[config.mk]
export PLATFORM = sky130hd
export DESIGN_NAME = floppy_bufarb
export DESIGN_NICKNAME = d
export VERILOG_FILES = /design/src/rtl/floppy_pkg.sv /design/src/rtl/floppy_bufarb_rr.sv /design/src/rtl/floppy_bufarb.sv
export SDC_FILE = /design/constraint.sdc
export NUM_CORES = 1
export LEC_CHECK = 0
export ABC_AREA = 1
export BUFFER_PORTS_ARGS = -buffer_cell sky130_fd_sc_hd__buf_2
export CAP_MARGIN = 20
export CELL_PAD_IN_SITES_DETAIL_PLACEMENT = 2
export CELL_PAD_IN_SITES_GLOBAL_PLACEMENT = 2
export CORE_MARGIN = 2
export CORE_UTILIZATION = 23
export CTS_CLUSTER_DIAMETER = 50
export DETAILED_ROUTE_END_ITERATION = 12
export GPL_TIMING_DRIVEN = 0
export PLACE_DENSITY = 0.84
export SLEW_MARGIN = 20
export SYNTH_ARGS = -nofsm -noshare
export SYNTH_HDL_FRONTEND = slang
export SYNTH_HIERARCHICAL = 1
export SYNTH_SLANG_ARGS = --single-unit
export TNS_END_PERCENT = 30
[constraint.sdc]
create_clock -name clk -period 1.3 [get_ports clk]
set_input_delay 0.195 -clock clk [delete_from_list [all_inputs] [get_ports clk]]
set_output_delay 0.195 -clock clk [all_outputs]
set_load 0.02 [all_outputs]
[src/rtl/floppy_pkg.sv]
// Shared floppy subsystem definitions: arbiter state encoding, sector buffer
// geometry, buffer-port ids and the CPU mailbox request codes.
package floppy_pkg;

    typedef enum logic [1:0] {
        IDLE  = 2'd0,
        GRANT = 2'd1,
        DONE  = 2'd2
    } state_t;

    localparam int unsigned SECTOR_SIZE = 1024;
    localparam int unsigned ADDR_W      = $clog2(SECTOR_SIZE);

    localparam logic PORT_FDC = 1'b0;
    localparam logic PORT_CPU = 1'b1;

    localparam logic [7:0] REQ_READ     = 8'h10;
    localparam logic [7:0] REQ_WRITE    = 8'h20;
    localparam logic [7:0] REQ_READADDR = 8'h30;
    localparam logic [7:0] REQ_NOP      = 8'h40;
    localparam logic [7:0] REQ_ACK      = 8'h80;
    localparam logic [7:0] REQ_FAIL     = 8'hC0;

endpackage

[src/rtl/floppy_bufarb_rr.sv]
// Combinational 2-way round-robin picker for the sector buffer: on a tie the
// port not granted last wins; an active lock masks the FDC and forces the CPU.
module floppy_bufarb_rr (
    input  logic fdc_req,
    input  logic cpu_req,
    input  logic last,
    input  logic lock,
    output logic valid,
    output logic port,
    output logic forced
);
    import floppy_pkg::*;

    logic fdc_eff;

    always_comb begin
        fdc_eff = fdc_req & ~lock;
        valid   = fdc_eff | cpu_req;
        forced  = lock & cpu_req;
        port    = PORT_FDC;
        if (fdc_eff && cpu_req) begin
            port = (last == PORT_CPU) ? PORT_FDC : PORT_CPU;
        end else if (cpu_req) begin
            port = PORT_CPU;
        end
    end

endmodule

[src/rtl/floppy_bufarb.sv]
// Sector buffer arbiter/sequencer: serialises FDC and CPU accesses to the
// single-port RAM. Optional CPU lock is enabled by FLOPPY_BUFARB_LOCK_EN.
module floppy_bufarb #(
    parameter int unsigned ADDR_W = floppy_pkg::ADDR_W,
    parameter int unsigned DATA_W = 8
) (
    input  logic              clk,
    input  logic              reset,
    input  logic              clken,
    input  logic [ADDR_W-1:0] fdc_addr,
    input  logic              fdc_rd,
    input  logic              fdc_wr,
    input  logic [DATA_W-1:0] fdc_wdata,
    output logic [DATA_W-1:0] fdc_rdata,
    output logic              fdc_ack,
    input  logic [ADDR_W-1:0] cpu_addr,
    input  logic              cpu_rd,
    input  logic              cpu_wr,
    input  logic [DATA_W-1:0] cpu_wdata,
    output logic [DATA_W-1:0] cpu_rdata,
    output logic              cpu_ack,
    input  logic              cpu_lock,
    output logic [ADDR_W-1:0] ram_addr,
    output logic              ram_we,
    output logic [DATA_W-1:0] ram_wdata,
    input  logic [DATA_W-1:0] ram_rdata,
    output logic [15:0]       conflicts
);
    import floppy_pkg::*;

`ifdef FLOPPY_BUFARB_LOCK_EN
    localparam logic LOCK_EN = 1'b1;
`else
    localparam logic LOCK_EN = 1'b0;
`endif

    state_t            state_q, state_d;
    logic              last_q, port_q, wr_q, forced_q;
    logic [ADDR_W-1:0] addr_q;
    logic [DATA_W-1:0] wdata_q, fdc_rdata_q, cpu_rdata_q;
    logic [15:0]       conflicts_q;

    logic fdc_req, cpu_req, lock_eff, both_req;
    logic grant_valid, grant_port, grant_forced;
    logic live, in_done, rd_done;

    assign fdc_req  = fdc_rd | fdc_wr;
    assign cpu_req  = cpu_rd | cpu_wr;
    assign lock_eff = cpu_lock & LOCK_EN;
    assign both_req = fdc_req & ~lock_eff & cpu_req;

    floppy_bufarb_rr u_rr (
        .fdc_req (fdc_req),
        .cpu_req (cpu_req),
        .last    (last_q),
        .lock    (lock_eff),
        .valid   (grant_valid),
        .port    (grant_port),
        .forced  (grant_forced)
    );

    always_comb begin
        state_d = state_q;
        unique case (state_q)
            IDLE:    if (grant_valid) state_d = GRANT;
            GRANT:   state_d = DONE;
            DONE:    state_d = IDLE;
            default: state_d = IDLE;
        endcase
    end

    always_ff @(posedge clk) begin
        if (reset) begin
            state_q     <= IDLE;
            last_q      <= PORT_CPU;
            port_q      <= PORT_FDC;
            wr_q        <= 1'b0;
            forced_q    <= 1'b0;
            addr_q      <= '0;
            wdata_q     <= '0;
            fdc_rdata_q <= '0;
            cpu_rdata_q <= '0;
            conflicts_q <= '0;
        end else if (clken) begin
            state_q <= state_d;
            unique case (state_q)
                IDLE: begin
                    if (both_req && conflicts_q != '1) begin
                        conflicts_q <= conflicts_q + 16'd1;
                    end
                    if (grant_valid) begin
                        port_q   <= grant_port;
                        forced_q <= grant_forced;
                        if (grant_port == PORT_CPU) begin
                            wr_q    <= cpu_wr;
                            addr_q  <= cpu_addr;
                            wdata_q <= cpu_wdata;
                        end else begin
                            wr_q    <= fdc_wr;
                            addr_q  <= fdc_addr;
                            wdata_q <= fdc_wdata;
                        end
                    end
                end
                DONE: begin
                    if (!wr_q) begin
                        if (port_q == PORT_CPU) cpu_rdata_q <= ram_rdata;
                        else                    fdc_rdata_q <= ram_rdata;
                    end
                    if (!forced_q) last_q <= port_q;
                end
                default: ;
            endcase
        end
    end

    // Gating with ~reset kills the strobe/ack of an access aborted by reset.
    assign live    = clken & ~reset;
    assign in_done = (state_q == DONE);
    assign rd_done = in_done & ~wr_q;

    assign ram_addr  = addr_q;
    assign ram_wdata = wdata_q;
    assign ram_we    = wr_q & live & (state_q == GRANT);
    assign fdc_ack   = live & in_done & (port_q == PORT_FDC);
    assign cpu_ack   = live & in_done & (port_q == PORT_CPU);
    assign conflicts = conflicts_q;

    // Read data is forwarded during DONE so it is valid alongside the ack.
    assign fdc_rdata = (rd_done && port_q == PORT_FDC) ? ram_rdata : fdc_rdata_q;
    assign cpu_rdata = (rd_done && port_q == PORT_CPU) ? ram_rdata : cpu_rdata_q;

endmodule

# Yosys cells after proc, flatten, opt, wreduce, memory -nomap -nowiden
# Index checks and enable logic that the tools add are counted.
totals:
  n_memories: 0
  mem_bits_rw: 0
  latch_bits: 0
  reg_bits: 55
  out_inout_bits: 53
  romBits: 0
op_classes:
  n_mul: 0
  div_mod_pow: 0
  mux: 10
  shifts: 0
  order_cmp: 0
  reduce_logical: 11
  n_bitwise: 14
  n_eq_ne: 4
  n_addsub: 1
op_table:
  columns: ["cell", "count"]
  rows:
  - ["2-to-1 mux 8 bit", 3]
  - ["adder 16 x 1 -> 16 bit, second input constant", 1]
  - ["!= test 16 bit, second input constant", 1]
  - ["2-to-1 mux 10 bit", 1]
  - ["AND 1 bit", 8]
  - ["AND reduction 4 bit", 2]
  - ["AND reduction 3 bit", 2]
  - ["logical AND 1 bit", 4]
  - ["2-to-1 mux 1 bit", 4]
  - ["case mux 2 bit (2 select lines)", 1]
  - ["AND reduction 2 bit", 2]
  - ["inverter 1 bit", 3]
  - ["bitwise OR 1 bit", 3]
  - ["== test 2 x 1 -> 1 bit, second input constant", 1]
  - ["== test 2 bit, second input constant", 1]
  - ["logical NOT 2 bit", 1]
  - ["2-to-1 mux 2 bit", 1]
  - ["!= test 2 bit, second input constant", 1]

# Longest topological paths before layout
# Gate-level depths: netlist of run 1.
logic_depth:
  depth_word: 4
  mapped_depth: 10
  mapped_depth_nobuf: 10

# Hierarchy
# Netlist of run 1, hierarchy kept.
by_module_without_submodules:
  columns: ["module", "area_each_um2", "seq_area_each_um2", "n_inst", "cells_per_inst"]
  rows:
  - ["floppy_bufarb", 2807.7, 1121.1, 1, 409]
  - ["floppy_bufarb_rr", 31.3, 0.0, 1, 7]

# Least setup slack after synthesis of run 1
# Ideal clock, no wire load.
synth_path:
  kind: "reg-to-reg"
  from: "register conflicts_q[1] (netlist: conflicts[1])"
  to: "register conflicts_q[12] (netlist: conflicts[12])"
  arrival_time_ns: 1.481
  path_buffers: 1
  t_required_ns: 1.185
  setup_slack_ns: -0.297
  setup_ns: 0.115
  synth_period_minus_slack_ns: 1.597
  path_stages_with_launch: 10
  cell_sequence: "dfxtp_1 -> ha_1 -> nand2_1 -> nor2_2 -> nand2_4 -> nor2_4 -> nor2_4 -> buf_6 -> a21oi_1 -> nor2_1"
synth_via:
  elab_chain_len: 3
  elab_cells_between_ends: 4
synth_rtl:
  columns: ["item", "line", "text"]
  rows:
  - ["start, declared", "floppy_bufarb.sv:41", "logic [15:0] conflicts_q;"]
  - ["start signal, assigned", "floppy_bufarb.sv:89", "conflicts_q <= conflicts_q + 16'd1;"]
  - ["parallel branches: the longest is 3 deep, another holds adder 16 x 1 -> 16 bit", null, null]
# Several ways; the timed one is not identified.
# A chain may end at the register's enable or synchronous reset.

# Final worst setup path of run 1
layout_path:
  from: "register state_q[0]"
  to: "output port fdc_rdata[7]"
layout_via:
  elab_chain_len: 4
layout_rtl:
  columns: ["item", "line", "text"]
  rows:
  - ["start, declared", "floppy_bufarb.sv:37", "state_t state_q, state_d;"]
  - ["start signal, assigned", "floppy_bufarb.sv:85", "state_q <= state_d;"]
  - ["== test 2 bit", "floppy_bufarb.sv:119", "assign in_done = (state_q == DONE);"]
  - ["AND 1 bit", "floppy_bufarb.sv:120", "assign rd_done = in_done & ~wr_q;"]
  - ["logical AND 1 bit", "floppy_bufarb.sv:130", "assign fdc_rdata = (rd_done && port_q == PORT_FDC) ? ram_rdata : fdc_rdata_q;"]
  - ["2-to-1 mux 8 bit", "floppy_bufarb.sv:130", null]
  - ["end, declared", "floppy_bufarb.sv:14", "output logic [DATA_W-1:0] fdc_rdata,"]
# No other way between the ends.

==> run_results.csv, run 1 <==
group,metric,value,unit
floorplan,ioPinCount,105,
detailed_routing,firstDrtPassIters,4,
setup_path,crit_fanout,5,
yosys,yosysTopAreaCellShare,39.5,%
cells_and_area,diodes,0,
grt,grt_antenna_before_repair,0,
grt,overflow,0,
outcome,status,"finished, violations left",
yosys,avgSynthCellArea,6.82,sq um
sta,worst_pin_slew,0.640,ns
sta,timing.hold.ws,0.178,ns
yosys,ys_async_sr_fraction,0,%
sta,setup_viol,71,
floorplan,dieArea,13200,sq um
detailed_routing,ant_nets,0,
floorplan,initial_core_util,23.6,%
yosys,dominantRegCellSynth,"dfxtp_1",
grt,grt_pass1_vias,3606,
cells_and_area,drive_above_1_share,44.0,%
sta,setup_slack,-0.481,ns
setup_path,critical-path-top-delay-family,"simple AND/OR/NAND/NOR gates",
yosys,synth_area_leaders,"dfxtp_1 39%, a21oi_1 12%, o21ai_0 9.0%, inv_1 7.7%, nand2_1 7.5%",
power_and_ir_drop,p_leak,0.00197,uW
yosys,synth_cells,416,
min_path,hold_class,"primary input to register",
detailed_routing,num_vias,3329,
floorplan,coreArea,12000,sq um
floorplan,die_w,115,microns
sta,clock.fmax,561,MHz
yosys,synth_most_common_cell,"a21oi_1",
setup_path,cp.buffers_inverters,2,
setup_path,slowest_delay,0.37,ns
clock_network,clk_path_buf_depth,2,
sta,finClkSkew,0.0156,ns
cells_and_area,final_util,36.5,%
detailed_routing,drtIter0Drc,95,
detailed_routing,drc_errors,0,
clock_network,ctsHoldBuffers,0,
sta,final-max-slew-violation-count,0,
sta,hold_viol_final,0,
floorplan,rows,40,
power_and_ir_drop,power_density,958,nW/um^2
clock_network,cts_tree,"yes",
setup_path,slowest_stage,"dfxtp_4",
place,post-place-ws,-0.421,ns
clock_network,cts_sinks,56,
detailed_routing,wl,12.4,mm
setup_path,path_cells,"nor2_4, nand2_4, nor2_4, buf_6, nand2_2, o21ai_1, buf_4",
yosys,postSynthRegisterBits,56,
sta,rsz0062_at_grt,"yes",
detailed_routing,wl_per_cell,17.8,microns
outcome,violations,"setup timing",
floorplan,die_height,115,microns
place,gp_congestion,0.760,
sta,finalWorstPathRequiredPeriod,1.78,ns
yosys,yosysSeqAreaShare,39.5,%
sta,timing.final.crit_share,137,%
flow_run,drv_cap,0,
detailed_routing,vias_per_cell,4.78,
cells_and_area,nets,602,
setup_path,end_kind,"output port",
yosys,synth_area,2840,sq um
setup_path,worstPathArrival,1.59,ns
yosys,synth_top_area_cell,"dfxtp_1",
setup_path,cp.required,1.11,ns
clock_network,cts_buffers,5,
yosys,synth_warnings,6,
grt,grt_max_degree,21,
place,hpwl,7.89,mm
place,port_buffers,101,
yosys,synth_edf_count,0,
clock_network,clk-insertion-delay-late,0.31,ns
clock_network,cts-root-buf,"clkbuf_16",
setup_path,path_class,"register to output port",
clock_network,cts.clk_slew.worst_paths,0.09,ns
cells_and_area,syn2layout_area_growth,54.3,%
sta,relSlewSlack,57.3,%
yosys,yosysUniqueCellTypes,28,
yosys,synth_common_cells,"67 x a21oi_1, 58 x inv_1, 57 x nand2_1",
grt,grt_usage,17.5,%
setup_path,crit_top_cell,"nor2_4",
clock_network,htreeDepth,2,
power_and_ir_drop,vdd_drop_max,0.582,mV
grt,grt_pass1_wl,18.6,mm
setup_path,start_kind,"register",
power_and_ir_drop,total_power,4200,uW
[metal layers]
metal	vias to the layer above	global-route usage, %	part of all wire [%]
met2	79	32.3	53
met3	22	2.95	4.0
met5	-	0	0
li1	1606	-	-
met4	0	5.62	2.3
met1	1622	20.6	40
[registers in the layout, summed over array words and instances (netlist names)]
signal,count
port_q,1
forced_q,1
ram_wdata,8
state_q,2
conflicts,16
wr_q,1
ram_addr,10
fdc_rdata_q,8
last_q,1
cpu_rdata_q,8
[placed cells by master (no fill, tap or decap), drive strengths merged, types with 2 or more instances in the layout]
| cell | count |
|---|---|
| nand3 | 23 |
| o21ai | 57 |
| a21oi | 68 |
| nand4 | 2 |
| xor2 | 2 |
| buf | 139 |
| inv | 63 |
| nor3 | 3 |
| conb | 2 |
| nor2 | 55 |
| nand2 | 62 |
| clkbuf | 12 |
| dfxtp | 56 |
[power by group]
group	leakage, uW	internal [uW]	switching, uW
Clock	0.0000767	746	733
Sequential	0.000465	1790	52.1
Combinational	0.00143	327	546
Total	0.00197	2860	1330
[per-stage QoR]
| step | setup TNS (ns) | std cells | area [sq um] |
|---|---|---|---|
| 3_3_place_gp | -13.28 | 665 | 3620 |
| 2_1_floorplan | -1.40 | 417 | 2930 |
| 3_5_place_dp | -15.73 | 665 | 3620 |
| 5_1_grt | -22.52 | 697 | 4380 |
| 6_report | -16.24 | 697 | 4380 |
| 4_1_cts | -14.18 | 689 | 4120 |
[worst reg2reg max path, cell delays in order, from the launching register on]
cell and delay [ns]:
dfxtp_4 0.37, nor2_4 0.15, nand2_4 0.09, nor2_4 0.13, buf_6 0.15, buf_6 0.09, buf_6 0.10, nand2_8 0.07
buf_8 0.16, o21ai_4 0.15, a21oi_2 0.05
[area by class of cell]
cell class                      count  area (sq um)
Tap cell                          147           184
Clock inverter                      3          28.8
Buffer                             21           183
Fill cell                        1420          7630
Multi-Input combinational cell    279          1650
Sequential cell                    56          1150
Timing Repair Buffer              125           822
Inverter                           61           235
Clock buffer                        5           125
[path summary, 6_finish.rpt]
| check | startpoint | endpoint | slack [ns] | cells after the start |
|---|---|---|---|---|
| min | cpu_addr[7] | ram_addr[7]$_SDFFE_PP0P_ | 0.18 | 3 |
| max reg2reg | state_q[0]$_SDFFE_PP0P_ | cpu_rdata_q[5]$_SDFFE_PP0P_ | -0.31 | 10 |
| max | state_q[0]$_SDFFE_PP0P_ | fdc_rdata[7] | -0.48 | 7 |
| min reg2reg | fdc_rdata_q[3]$_SDFFE_PP0P_ | fdc_rdata_q[3]$_SDFFE_PP0P_ | 0.47 | 2 |
[what timing repair did]
| item | 4_1_cts | 5_1_grt |
|---|---|---|
| setup buffers | 13 | 7 |
| gates resized for setup | 74 | 60 |
| pin swaps | 9 | 11 |
| endpoints found under the setup margin | 70 | 71 |
| gates cloned | 3 | 2 |
[logic make-up after synthesis]
logic type | Yosys count | share of synthesized area (%)
compound gates | 127 | 22.7
xor+xnor | 2 | 0.617
fa+ha+maj | 1 | 0.441
buf+inv | 82 | 12.7
flops | 56 | 39.5
other cells | 1 | 0.132
simple gates | 147 | 23.9
No activity file was read; power rests on OpenSTA's default activity.
==> inputs of run 2 (changes only) <==
--- a/config.mk
+++ b/config.mk
@@ -16,6 +16,7 @@
 export DETAILED_ROUTE_END_ITERATION = 12
 export GPL_TIMING_DRIVEN = 0
 export PLACE_DENSITY = 0.84
+export SETUP_SLACK_MARGIN = 0.15
 export SLEW_MARGIN = 20
 export SYNTH_ARGS = -nofsm -noshare
 export SYNTH_HDL_FRONTEND = slang
==> run_results.csv, run 2 (synthesis gave the netlist of run 1 again) <==
group,metric,value,unit
outcome,status,"finished, violations left",
outcome,violations,"setup timing",
min_path,whs_path_depth,3,
place,port_buffers,101,
sta,rsz0062_at_grt,"yes",
setup_path,end_kind,"output port",
sta,finClkSkew,0.00801,ns
sta,finalSetupTns,-19.41,ns
sta,finalWorstPathRequiredPeriod,1.77,ns
floorplan,initial_core_util,23.6,%
setup_path,slowest_delay,0.37,ns
grt,busiest_layer,"met2",
power_and_ir_drop,p_leak,0.00217,uW
detailed_routing,firstDrtPassIters,4,
clock_network,cts_tree,"yes",
detailed_routing,ant_nets,0,
cells_and_area,syn2layout_area_growth,71.3,%
setup_path,crit_top_cell,"nor2_4",
grt,grt_pass1_vias,3634,
min_path,hold_class,"primary input to register",
setup_path,path_class,"register to output port",
grt,grt_antenna_before_repair,1,
detailed_routing,vias_per_cell,4.80,
detailed_routing,wl_per_cell,19.7,microns
cells_and_area,largest_register_ffs,16,
sta,final-max-slew-violation-count,0,
grt,grt_pass1_wl,19.1,mm
cells_and_area,diodes,0,
floorplan,rows,40,
sta,clock.fmax,566,MHz
place,hpwl,8.16,mm
clock_network,cts_sinks,56,
detailed_routing,drtIter0Drc,116,
sta,timing.final.crit_share,136,%
detailed_routing,num_vias,3420,
clock_network,cts.clk_slew.worst_paths,0.08,ns
sta,setup_slack,-0.468,ns
setup_path,crit_fanout,7,
grt,grt_max_degree,19,
sta,relSlewSlack,64.2,%
clock_network,cts-root-buf,"clkbuf_16",
setup_path,slowest_stage,"dfxtp_4",
power_and_ir_drop,vdd_drop_max,0.608,mV
grt,grt_usage,18.5,%
setup_path,start_kind,"register",
detailed_routing,wl,14.0,mm
sta,worst_pin_slew,0.537,ns
grt,met2_usage,35.3,%
power_and_ir_drop,power_density,925,nW/um^2
floorplan,ioPinCount,105,
setup_path,worstPathArrival,1.57,ns
floorplan,die_w,115,microns
setup_path,rr_worst_depth,10,
grt,overflow,0,
cells_and_area,fillers,1352,
detailed_routing,drc_errors,0,
floorplan,coreArea,12000,sq um
grt,grt_util_met1,21.2,%
cells_and_area,mostFrequentLayoutCells,"85 x buf_2, 55 x inv_1, 46 x a21oi_1, 42 x nand2_1, 40 x nor2_1",
clock_network,htreeDepth,2,
cells_and_area,final_common_cell,"buf_2",
cells_and_area,drive_above_1_share,50.8,%
setup_path,cp.required,1.11,ns
setup_path,path_cells,"nor2_4, nand2_4, nor2_4, buf_12, buf_4, nand2_2, o21ai_4, buf_6",
clock_network,clk-insertion-delay-late,0.30,ns
grt,grtUsageMet3,3.90,%
cells_and_area,nets,617,
clock_network,cts_buffers,5,
sta,timing.hold.ws,0.186,ns
floorplan,dieArea,13200,sq um
clock_network,clk_path_buf_depth,2,
sta,hold_viol_final,0,
place,gp_congestion,0.790,
floorplan,die_height,115,microns
sta,setup_viol,73,
flow_run,drv_cap,0,
## run 2: final cells by class
cell class | instances | area (sq um) | area share, %
clock inverters | 2 | 17.5 | 0.360
flip-flops and latches | 56 | 1160 | 23.8
clock buffers | 6 | 150 | 3.09
plain buffers | 21 | 214 | 4.40
multi-input cells | 280 | 1840 | 37.8
repair buffers | 139 | 1060 | 21.8
well taps | 147 | 184 | 3.78
inverters | 61 | 236 | 4.86
## run 2: repair_timing
action	4_1_cts	5_1_grt
cloned	4	3
pin swaps	8	22
resized for setup	90	94
endpoints found under the setup margin	71	77
buffers inserted	13	19
hold buffers	0	0
hold endpoints to repair	0	0
## run 2: per-stage QoR
stage / instance area, sq um / worst slack [ns] / power (uW) / util (%) / std cells
global route: 4860 / -0.520 / 4670 / 40.5 / 712
CTS: 4340 / -0.401 / 4350 / 36.1 / 690
global placement: 3730 / -0.376 / 2590 / 31.1 / 665
detailed placement: 3730 / -0.416 / 2630 / 31.1 / 665
finish: 4860 / -0.468 / 4500 / 40.5 / 712
floorplan: 3040 / -0.0592 / 2330 / - / 417
## run 2: worst paths after layout
| path | startpoint | end | slack (ns) |
|---|---|---|---|
| worst max register to register | state_q[0]$_SDFFE_PP0P_ | fdc_rdata_q[6]$_SDFFE_PP0P_ | -0.42 |
| worst min-delay path | cpu_addr[8] | ram_addr[8]$_SDFFE_PP0P_ | 0.19 |
| worst max-delay path | state_q[0]$_SDFFE_PP0P_ | fdc_rdata[0] | -0.47 |
| worst min register to register | forced_q$_SDFFE_PP0P_ | forced_q$_SDFFE_PP0P_ | 0.49 |
## run 2: critical path: cells and delay by family (launching register included)
family / cells / cell delay, ns
buf+inv: 3 / 0.40
flops: 1 / 0.37
compound gates: 1 / 0.07
simple gates: 4 / 0.42
## run 2: per-layer routing
layer,part of all wire [%],wire length (microns)
met4,2.6,359
met2,55,7710
met1,39,5480
met5,0,0
met3,3.4,477
## run 2: power breakdown
group / total (uW) / switching [uW] / internal [uW]
Sequential: 1850 / 61.6 / 1790
Combinational: 1080 / 631 / 446
Clock: 1570 / 727 / 843
Total: 4500 / 1420 / 3080
